--- src/rtl/cdb_arbiter_pkg.sv ---
// Common data bus layout, functional-unit tags and requester indices
// shared by the CDB arbiter and its picker.
package cdb_arbiter_pkg;

   localparam int unsigned FU_W   = 3;
   localparam int unsigned RS_W   = 3;
   localparam int unsigned DATA_W = 32;

   localparam int unsigned NUM_CDBBITS   = 1 + FU_W + RS_W + DATA_W;
   localparam int unsigned PAYLOAD_W_DEF = NUM_CDBBITS - 1;
   localparam int unsigned NUM_REQ_DEF   = 5;
   localparam int unsigned CNT_W         = 16;

   // Bit positions of each field inside the full CDB word
   localparam int unsigned CDB_ON      = NUM_CDBBITS - 1;
   localparam int unsigned CDB_FU_HI   = CDB_ON - 1;
   localparam int unsigned CDB_FU_LO   = CDB_ON - FU_W;
   localparam int unsigned CDB_RS_HI   = CDB_FU_LO - 1;
   localparam int unsigned CDB_RS_LO   = CDB_FU_LO - RS_W;
   localparam int unsigned CDB_DATA_HI = DATA_W - 1;
   localparam int unsigned CDB_DATA_LO = 0;

   localparam logic [FU_W-1:0] FU_ALU = 3'd1;
   localparam logic [FU_W-1:0] FU_MEM = 3'd2;
   localparam logic [FU_W-1:0] FU_MUL = 3'd3;
   localparam logic [FU_W-1:0] FU_DIV = 3'd4;
   localparam logic [FU_W-1:0] FU_JMP = 3'd5;

   localparam int unsigned REQ_ALU = 0;
   localparam int unsigned REQ_MEM = 1;
   localparam int unsigned REQ_MUL = 2;
   localparam int unsigned REQ_DIV = 3;
   localparam int unsigned REQ_JMP = 4;

   typedef struct packed {
      logic [FU_W-1:0]   fu;
      logic [RS_W-1:0]   rs;
      logic [DATA_W-1:0] data;
   } cdb_payload_t;

   typedef struct packed {
      logic         on;
      cdb_payload_t pl;
   } cdb_word_t;

endpackage

--- src/rtl/cdb_arbiter_rr_pick.sv ---
// Rotate-priority picker: first set bit of elig scanning upward from ptr
// with wrap-around.
module cdb_arbiter_rr_pick #(
   parameter int unsigned N     = 5,
   parameter int unsigned IDX_W = (N > 1) ? $clog2(N) : 1
) (
   input  logic [N-1:0]     elig,
   input  logic [IDX_W-1:0] ptr,
   output logic [N-1:0]     onehot,
   output logic [IDX_W-1:0] index,
   output logic             any
);

   int unsigned k;

   always_comb begin
      onehot = '0;
      index  = '0;
      any    = 1'b0;
      k      = 0;
      for (int unsigned i = 0; i < N; i++) begin
         k = (32'(ptr) + i) % N;
         if (!any && elig[IDX_W'(k)]) begin
            any               = 1'b1;
            index             = IDX_W'(k);
            onehot[IDX_W'(k)] = 1'b1;
         end
      end
   end

endmodule

--- src/rtl/cdb_arbiter.sv ---
// Round-robin owner of the common data bus; one unit per cycle, with the
// previous winner held off for a cycle so its request can drop.
module cdb_arbiter
   import cdb_arbiter_pkg::*;
#(
   parameter int unsigned NUM_REQ   = NUM_REQ_DEF,
   parameter int unsigned PAYLOAD_W = PAYLOAD_W_DEF
) (
   input  logic                         clk,
   input  logic                         rst,
   input  logic [NUM_REQ-1:0]           req,
   input  logic [NUM_REQ*PAYLOAD_W-1:0] payload,
   input  logic                         flush,
   output logic [PAYLOAD_W:0]           cdb,
   output logic [NUM_REQ-1:0]           grant,
   output logic [CNT_W-1:0]             busy_cnt
);

   localparam int unsigned IDX_W = (NUM_REQ > 1) ? $clog2(NUM_REQ) : 1;

   logic [PAYLOAD_W:0]   cdb_d;
   logic [NUM_REQ-1:0]   grant_d, holdoff_q, holdoff_d, elig, pick_onehot;
   logic [IDX_W-1:0]     ptr_q, ptr_d, pick_idx;
   logic [CNT_W-1:0]     busy_d;
   logic                 pick_any;

   assign elig = req & ~holdoff_q;

   cdb_arbiter_rr_pick #(
      .N     (NUM_REQ),
      .IDX_W (IDX_W)
   ) u_pick (
      .elig   (elig),
      .ptr    (ptr_q),
      .onehot (pick_onehot),
      .index  (pick_idx),
      .any    (pick_any)
   );

   // Next bus word; flush or no eligible unit idles the bus without moving ptr
   always_comb begin
      cdb_d     = '0;
      grant_d   = '0;
      holdoff_d = '0;
      ptr_d     = ptr_q;
      busy_d    = busy_q_sat();
      if (pick_any && !flush) begin
         cdb_d     = {1'b1, payload[32'(pick_idx)*PAYLOAD_W +: PAYLOAD_W]};
         grant_d   = pick_onehot;
         holdoff_d = pick_onehot;
         if (pick_idx == IDX_W'(NUM_REQ - 1)) ptr_d = '0;
         else                                 ptr_d = pick_idx + IDX_W'(1);
      end else begin
         busy_d = busy_cnt;
      end
   end

   function automatic logic [CNT_W-1:0] busy_q_sat();
      return (busy_cnt == {CNT_W{1'b1}}) ? busy_cnt : busy_cnt + CNT_W'(1);
   endfunction

   always_ff @(posedge clk or posedge rst) begin
      if (rst) begin
         cdb       <= '0;
         grant     <= '0;
         holdoff_q <= '0;
         ptr_q     <= '0;
         busy_cnt  <= '0;
      end else begin
         cdb       <= cdb_d;
         grant     <= grant_d;
         holdoff_q <= holdoff_d;
         ptr_q     <= ptr_d;
         busy_cnt  <= busy_d;
      end
   end

endmodule

--- config.mk ---
export PLATFORM = sky130hd
export DESIGN_NAME = cdb_arbiter
export DESIGN_NICKNAME = d
export VERILOG_FILES = /design/src/rtl/cdb_arbiter_pkg.sv /design/src/rtl/cdb_arbiter_rr_pick.sv /design/src/rtl/cdb_arbiter.sv
export SDC_FILE = /design/constraint.sdc
export NUM_CORES = 1
export LEC_CHECK = 0
export CAP_MARGIN = 20
export CORE_MARGIN = 1
export CORE_UTILIZATION = 58
export DETAILED_ROUTE_END_ITERATION = 8
export DONT_BUFFER_PORTS = 1
export MAX_ROUTING_LAYER = met4
export PLACE_DENSITY_LB_ADDON = 0.05
export SETUP_SLACK_MARGIN = 0.1
export SLEW_MARGIN = 20
export SYNTH_ARGS = -nofsm -noshare
export SYNTH_HDL_FRONTEND = slang
export SYNTH_SLANG_ARGS = --single-unit
--- constraint.sdc ---
create_clock -name clk -period 12.7 [get_ports clk]
set_clock_uncertainty 0.1 [all_clocks]
set_input_delay 1.27 -clock clk [delete_from_list [all_inputs] [get_ports clk]]
set_output_delay 1.27 -clock clk [all_outputs]
set_load 0.1 [all_outputs]
======== Word-level counts from Yosys, hierarchy flattened ========
Cells that the tools add are included.
storage, ports and cells
  bits in read-only memories .............. 0
  bits in registers ....................... 63
  memories ................................ 0
  logic and storage cells ................. 90
  memory bits (writable) .................. 0
  latch bits .............................. 0
  bits of input ports ..................... 198
  output and inout bits ................... 60
cells by class
  bitwise operators ....................... 7
  shifts and indexed selects .............. 1
  divide/modulo/power cells ............... 5
  multiplexer cells ....................... 38
  equality and inequality tests ........... 2
  multipliers ............................. 1
  add/subtract/negate cells ............... 6
  magnitude comparators ................... 10
  reduce and logical (&&, ||, !) cells .... 16
operators by type and width
  kind                   number
  $shiftx 190x10->38     1
  $mod 32x3->32 const B  4
  $mux 39                1
  $mod 3x3->32 const B   1
  $mux 5                 6
  $lt 3x4->1 const B     5
  $or 5x5->5             4
  $mux 3                 6
  $add 16x1->16 const B  1
  $eq 16x16->1 const B   1
  $bmux 1 s3             5
  $demux 1 s3            5
  $ge 3x1->1 const B     5
  $mux 1                 15
  $logic_and 1x1->1      10
  $add 3x2->4 const B    2
  $mul 3x5->8 const B    1
  $and 5x5->5            1
  $logic_not 1->1        5
  $not 5->5              1
  $add 3x1->4 const B    1
  $add 3x3->4 const B    1
  $add 3x1->3 const B    1
  $eq 3x3->1 const B     1
  other kinds (2)        2

======== Longest topological paths before layout ========
  depth in word-level cells ............... 20
  mapped depth ............................ 27
  depth with buffers taken out ............ 25

======== By module ========
Synthesis repeated with hierarchy kept, for this count alone.
second synthesis, totals
  cells, all modules ...................... 528
  area, all modules ....................... 5451.5 um^2
by module, submodules not included
  module               area an instance (um^2)  cells an instance  sequential area each (um^2)  times used
  cdb_arbiter          3626.0                   286                1576.5                       1
  cdb_arbiter_rr_pick  1825.5                   242                0.0                          1

======== Worst setup path before layout ========
OpenSTA, ideal clock, no wires.
  path type ............................... reg2reg
  start point ............................. register ptr_q[0]
  end point ............................... register cdb[17]
  arrival time ............................ 5323 ps
  data required time ...................... 12476 ps
  slack ................................... 7153 ps
  setup time .............................. 124 ps
  buffers on the path ..................... 3
  clock period less this slack ............ 5547 ps
  cell stages (with the launch flop) ...... 24
  cell sequence ........................... dfrtp_1 -> buf_2 -> clkinv_1 -> ha_1 -> inv_1 -> ha_1 -> buf_2 -> inv_1 -> ha_1 -> or3_1 -> nand2_1 -> xnor2_1 -> inv_1 -> ha_1 -> nor4_1 -> nor4b_1 -> o22a_1 -> o2bb2ai_1 -> mux2_2 -> o221a_2 -> nand2_1 -> clkbuf_1 -> a21oi_1 -> o31a_1
between the ends
  cells in the longest elaborated chain, start to end .. 19
  elaborated cells between the ends (all ways) .. 41
  those cells by class .................... 4 x add/sub; 1 x mul; 5 x div; 1 x shift; 21 x mux; 9 x reduce/logical
ends and longest elaborated chain
  what                                                    RTL line           RTL
  from (decl)                                             cdb_arbiter.sv:23  logic [IDX_W-1:0] ptr_q, ptr_d, pick_idx;
  from (signal assigned)                                  cdb_arbiter.sv:73  ptr_q <= ptr_d;
  branches (longest 18 deep; another with $mod 32x3->32)  n/a
  $mux 39 (*)                                             cdb_arbiter.sv:47  if (pick_any && !flush) begin
  named net cdb_d[17]                                     cdb_arbiter.sv:21  logic [PAYLOAD_W:0] cdb_d;
  to (signal assigned)                                    cdb_arbiter.sv:64  cdb <= '0;
  to (signal assigned)                                    cdb_arbiter.sv:70  cdb <= cdb_d;
  to (decl)                                               cdb_arbiter.sv:14  output logic [PAYLOAD_W:0] cdb,
Mark *: on every way through the listed nets, which the timed path passes. The select of a mux whose other input is x is not followed.
A chain may end at the register's enable or synchronous reset.

======== Final worst setup path ========
  start point ............................. register ptr_q[0]
  end point ............................... register cdb[6]
Same word-level chain as after synthesis.

==> results.rst <==
.. list-table::
   :header-rows: 1

   * - Metric
     - Value
   * - Max-cap violation count
     - 0
   * - Total routing usage reported by global routing
     - 36.42%
   * - Maximum operating frequency
     - 126.7 MHz
   * - Share of synthesized registers carrying an async set or reset
     - between 90% and 100%
   * - Vias in the first global route
     - 5297
   * - Area share of the largest cell type after synthesis
     - 27.77%
   * - Number of nets in the final layout
     - 907
   * - Number of antenna violations at the first check in global routing
     - 1
   * - Crit path capture type
     - register
   * - Run status
     - completed
   * - Growth of design area from synthesis to finish
     - 3.152%
   * - Average detailed-routed wire length per instance
     - 22.38 um
   * - Cell with the biggest individual delay on the critical path
     - sky130_fd_sc_hd__dfrtp_1
   * - Post CTS Setup Buffer Count
     - 0
   * - Iteration count of the initial detailed-routing pass
     - 7
   * - Arrival time worst endpoint
     - 8080 ps
   * - Filler instances
     - 850
   * - DRC violation count after routing
     - 0
   * - Count of warnings emitted by yosys
     - 0
   * - Final hold vios
     - 0
   * - Cell area after synthesis
     - 5677 um^2
   * - Final setup vio count
     - 0
   * - Number of synthesized flops with an enable pin
     - 0
   * - Overall die width
     - slightly above 100 um
   * - CP Buf/Inv Count
     - 5
   * - Worst hold path class
     - input pin to asynchronous set/reset pin
   * - Cell taking the most area after synthesis
     - sky130_fd_sc_hd__dfrtp_1
   * - Largest buffer count on any clock path
     - 2
   * - FF+latch count, synth
     - 63
   * - Number of max-slew violations in the final report
     - 0
   * - Ports placed on the boundary
     - approximately 260
   * - H-tree depth
     - 3
   * - Count of nets left with antenna violations after detail routing
     - 0
   * - Clk Latency, worst-skew pair
     - around 340 ps
   * - Buffer cell driving the clock tree root
     - sky130_fd_sc_hd__clkbuf_8
   * - Critical Path Most Common Cell
     - sky130_fd_sc_hd__ha_1
   * - GR Util met3
     - about 8%
   * - Ratio of cells with drive above 1 in the final layout
     - 7.081%
   * - Class of the most critical setup path
     - register to register
   * - Clock-pin slew of the registers on the worst-case setup and hold paths
     - roughly 80 ps
   * - Layer with the highest usage after global routing
     - met2
   * - Synthesized netlist net count
     - between 900 and 1000
   * - Starting utilization of the core area
     - 60.57%
   * - Maximum fanout along the worst path
     - 44
   * - WP depth
     - 21
   * - Sum of overflow across all layers after global routing
     - 0
   * - Area of the die
     - 10190 um^2
   * - RD Place Congestion
     - 0.9595
   * - Detailed-route via count
     - a little under 6000
   * - Y dimension of the die
     - 100.9 um
   * - Cell count after synthesis
     - 725
   * - Global-route wire length before repair
     - approximately 28000 um
   * - Count of different cell masters after synthesis
     - 77
   * - CTS tree
     - yes
   * - Number of standard-cell rows in the floorplan
     - 35
   * - Portion of the clock cycle consumed by the worst path in the final layout
     - 62.14%
   * - Avg Synthesized Cell Area
     - approximately 7.8 um^2
   * - Sum of routed wire length over all layers
     - 18420 um
   * - 1st-iter DRT viols
     - 429
   * - Most frequent cell after synthesis
     - sky130_fd_sc_hd__a21oi_1
   * - Cts bufs inserted
     - 9
   * - Global Route met2 Usage
     - 56.95%
   * - Number of buffers inserted for hold repair after clock tree synthesis
     - 0
   * - Commonest cells post-synth
     - sky130_fd_sc_hd__a21oi_1 (88), sky130_fd_sc_hd__nand3_1 (87), sky130_fd_sc_hd__dfrtp_1 (63)
   * - Vias per cell
     - 7.002
   * - Register area share after synthesis
     - about 28%
   * - Pin slew with the least headroom to its limit
     - 1050 ps
   * - Met1 track demand over resource
     - between 40% and 50%
   * - RSZ-0062 raised after global routing
     - no
   * - Required arrival time at the worst endpoint
     - 12890 ps
   * - Core Area
     - 9371 um^2
   * - Tightest slew margin relative to the limit
     - between 20 and 30%
   * - Primary FF master, synth
     - sky130_fd_sc_hd__dfrtp_1
   * - Count of buffers inserted at the top-level ports
     - 0
   * - Launching element type of the critical path
     - register
   * - Post-layout minimum cycle time
     - 7891 ps
   * - Post-DP HPWL
     - 13520 um
   * - Number of cell instances on the worst register-to-register path
     - 21
   * - Top area cells in the synthesized netlist
     - sky130_fd_sc_hd__dfrtp_1 (28%), sky130_fd_sc_hd__a21oi_1 (7.8%), sky130_fd_sc_hd__nand3_1 (7.7%), sky130_fd_sc_hd__o31a_1 (5.9%), sky130_fd_sc_hd__o21ai_1 (5.4%)
   * - Cell-by-cell listing of the critical path
     - clkinv_1 -> ha_1 -> inv_1 -> ha_1 -> inv_1 -> ha_1 -> or3_1 -> nand2_1 -> xnor2_1 -> inv_1 -> ha_1 -> nor4_1 -> nor4b_1 -> o22a_1 -> o2bb2ai_1 -> mux2_2 -> o221a_2 -> nand2_1 -> buf_4 -> a21oi_1 -> o31a_1
   * - Max incr delay on CP
     - 950 ps
   * - Pin count of the biggest net entering global routing
     - between 70 and 80
   * - Post-Route Setup TNS
     - 0 ps
   * - Clock tree sinks
     - 63
   * - Number of instances resized during post-cts repair
     - 0
   * - Top cell family by delay on the critical path
     - simple AND/OR/NAND/NOR gates
-- path summary, 6_finish.rpt --
check	to	from	slack, ps
max	cdb[6]$_DFF_PP0_	ptr_q[0]$_DFFE_PP0P_	4810
min	cdb[38]$_DFF_PP0_	rst	590
max reg2reg	cdb[6]$_DFF_PP0_	ptr_q[0]$_DFFE_PP0P_	4810
min reg2reg	ptr_q[2]$_DFFE_PP0P_	ptr_q[2]$_DFFE_PP0P_	860
max in group asynchronous	cdb[9]$_DFF_PP0_	rst	10940
min in group clk	ptr_q[2]$_DFFE_PP0P_	ptr_q[2]$_DFFE_PP0P_	860
-- flip-flops by register name, summed over array words and instances (netlist names) --
signal     cells
holdoff_q      5
ptr_q          3
cdb           39
busy_cnt      16
-- worst reg2reg max path, cell delays in order, from the launching register on --
cell,delay [ps]
sky130_fd_sc_hd__dfrtp_1,950
sky130_fd_sc_hd__clkinv_1,620
sky130_fd_sc_hd__ha_1,470
sky130_fd_sc_hd__inv_1,100
sky130_fd_sc_hd__ha_1,310
sky130_fd_sc_hd__inv_1,160
sky130_fd_sc_hd__ha_1,250
sky130_fd_sc_hd__or3_1,390
sky130_fd_sc_hd__nand2_1,100
sky130_fd_sc_hd__xnor2_1,150
sky130_fd_sc_hd__inv_1,90
sky130_fd_sc_hd__ha_1,280
sky130_fd_sc_hd__nor4_1,650
sky130_fd_sc_hd__nor4b_1,120
sky130_fd_sc_hd__o22a_1,270
sky130_fd_sc_hd__o2bb2ai_1,450
sky130_fd_sc_hd__mux2_2,250
sky130_fd_sc_hd__o221a_2,800
sky130_fd_sc_hd__nand2_1,620
sky130_fd_sc_hd__buf_4,400
sky130_fd_sc_hd__a21oi_1,180
sky130_fd_sc_hd__o31a_1,140
-- placed cells by master, fill, tap and decap left out, types with 3 or more instances in the layout --
cell type                   count
sky130_fd_sc_hd__o31ai_1        3
sky130_fd_sc_hd__inv_1         20
sky130_fd_sc_hd__and2_1         4
sky130_fd_sc_hd__xor2_1         6
sky130_fd_sc_hd__clkbuf_8      10
sky130_fd_sc_hd__nor2b_1       45
sky130_fd_sc_hd__buf_4          8
sky130_fd_sc_hd__o32ai_1        4
sky130_fd_sc_hd__a221o_1        3
sky130_fd_sc_hd__o31a_1        38
sky130_fd_sc_hd__o2bb2ai_1      6
sky130_fd_sc_hd__nand2_1       36
sky130_fd_sc_hd__nand3_1       87
sky130_fd_sc_hd__or3_1          7
sky130_fd_sc_hd__a21oi_1       88
sky130_fd_sc_hd__nor2_1        22
sky130_fd_sc_hd__nand4_1        5
sky130_fd_sc_hd__mux2i_1       10
sky130_fd_sc_hd__o21ai_1       61
sky130_fd_sc_hd__dfrtp_1       63
sky130_fd_sc_hd__clkinv_2       3
sky130_fd_sc_hd__a31oi_1        4
sky130_fd_sc_hd__o41ai_1        3
sky130_fd_sc_hd__ha_1          21
sky130_fd_sc_hd__xnor2_1       16
sky130_fd_sc_hd__a211oi_1       3
sky130_fd_sc_hd__o21ai_0       30
sky130_fd_sc_hd__o22ai_1        5
sky130_fd_sc_hd__nand2b_1      10
sky130_fd_sc_hd__and3_1         5
sky130_fd_sc_hd__nor3_1         4
-- cells by family after synthesis --
family	synth area share, %
AO/OA/AOI/OAI	30.81
XOR/XNOR	4.166
adder cells (fa/ha/maj)	4.629
buffers and inverters	5.951
flip-flops	27.77
multiplexers	3.152
AND/OR/NAND/NOR	23.52
-- per-stage QoR --
step	setup WS (ps)	util, %	instances	hold slack [ps]	area, um^2
after floorplan	7153	-	725	672.4	5677
after detailed placement	4963	60.68	806	851.1	5687
after global placement	5395	60.68	806	818.4	5687
final	4809	62.48	823	592.0	5856
after global routing	4149	62.46	822	586.9	5853
after CTS	4936	62.43	821	584.2	5851
-- cell type report --
cell class	count	area [um^2]	area share, %
Antenna cell	2	5.005	0.08547
Timing Repair Buffer	8	60.06	1.026
Clock inverter	4	22.52	0.3846
Tap cell	129	161.4	2.756
Sequential cell	63	1577	26.92
Multi-Input combinational cell	583	3802	64.94
Clock buffer	11	141.4	2.415
Inverter	23	86.33	1.474
-- metal layers --
metal  wire [um]  part of all wire [%]
met5           0                     0
met4         570                   3.1
met3        1745                   9.5
met2        8896                    48
met1        7209                    39
Power is not shown: default switching activity piles up to over one toggle a cycle in this logic, so the estimate is an artifact.
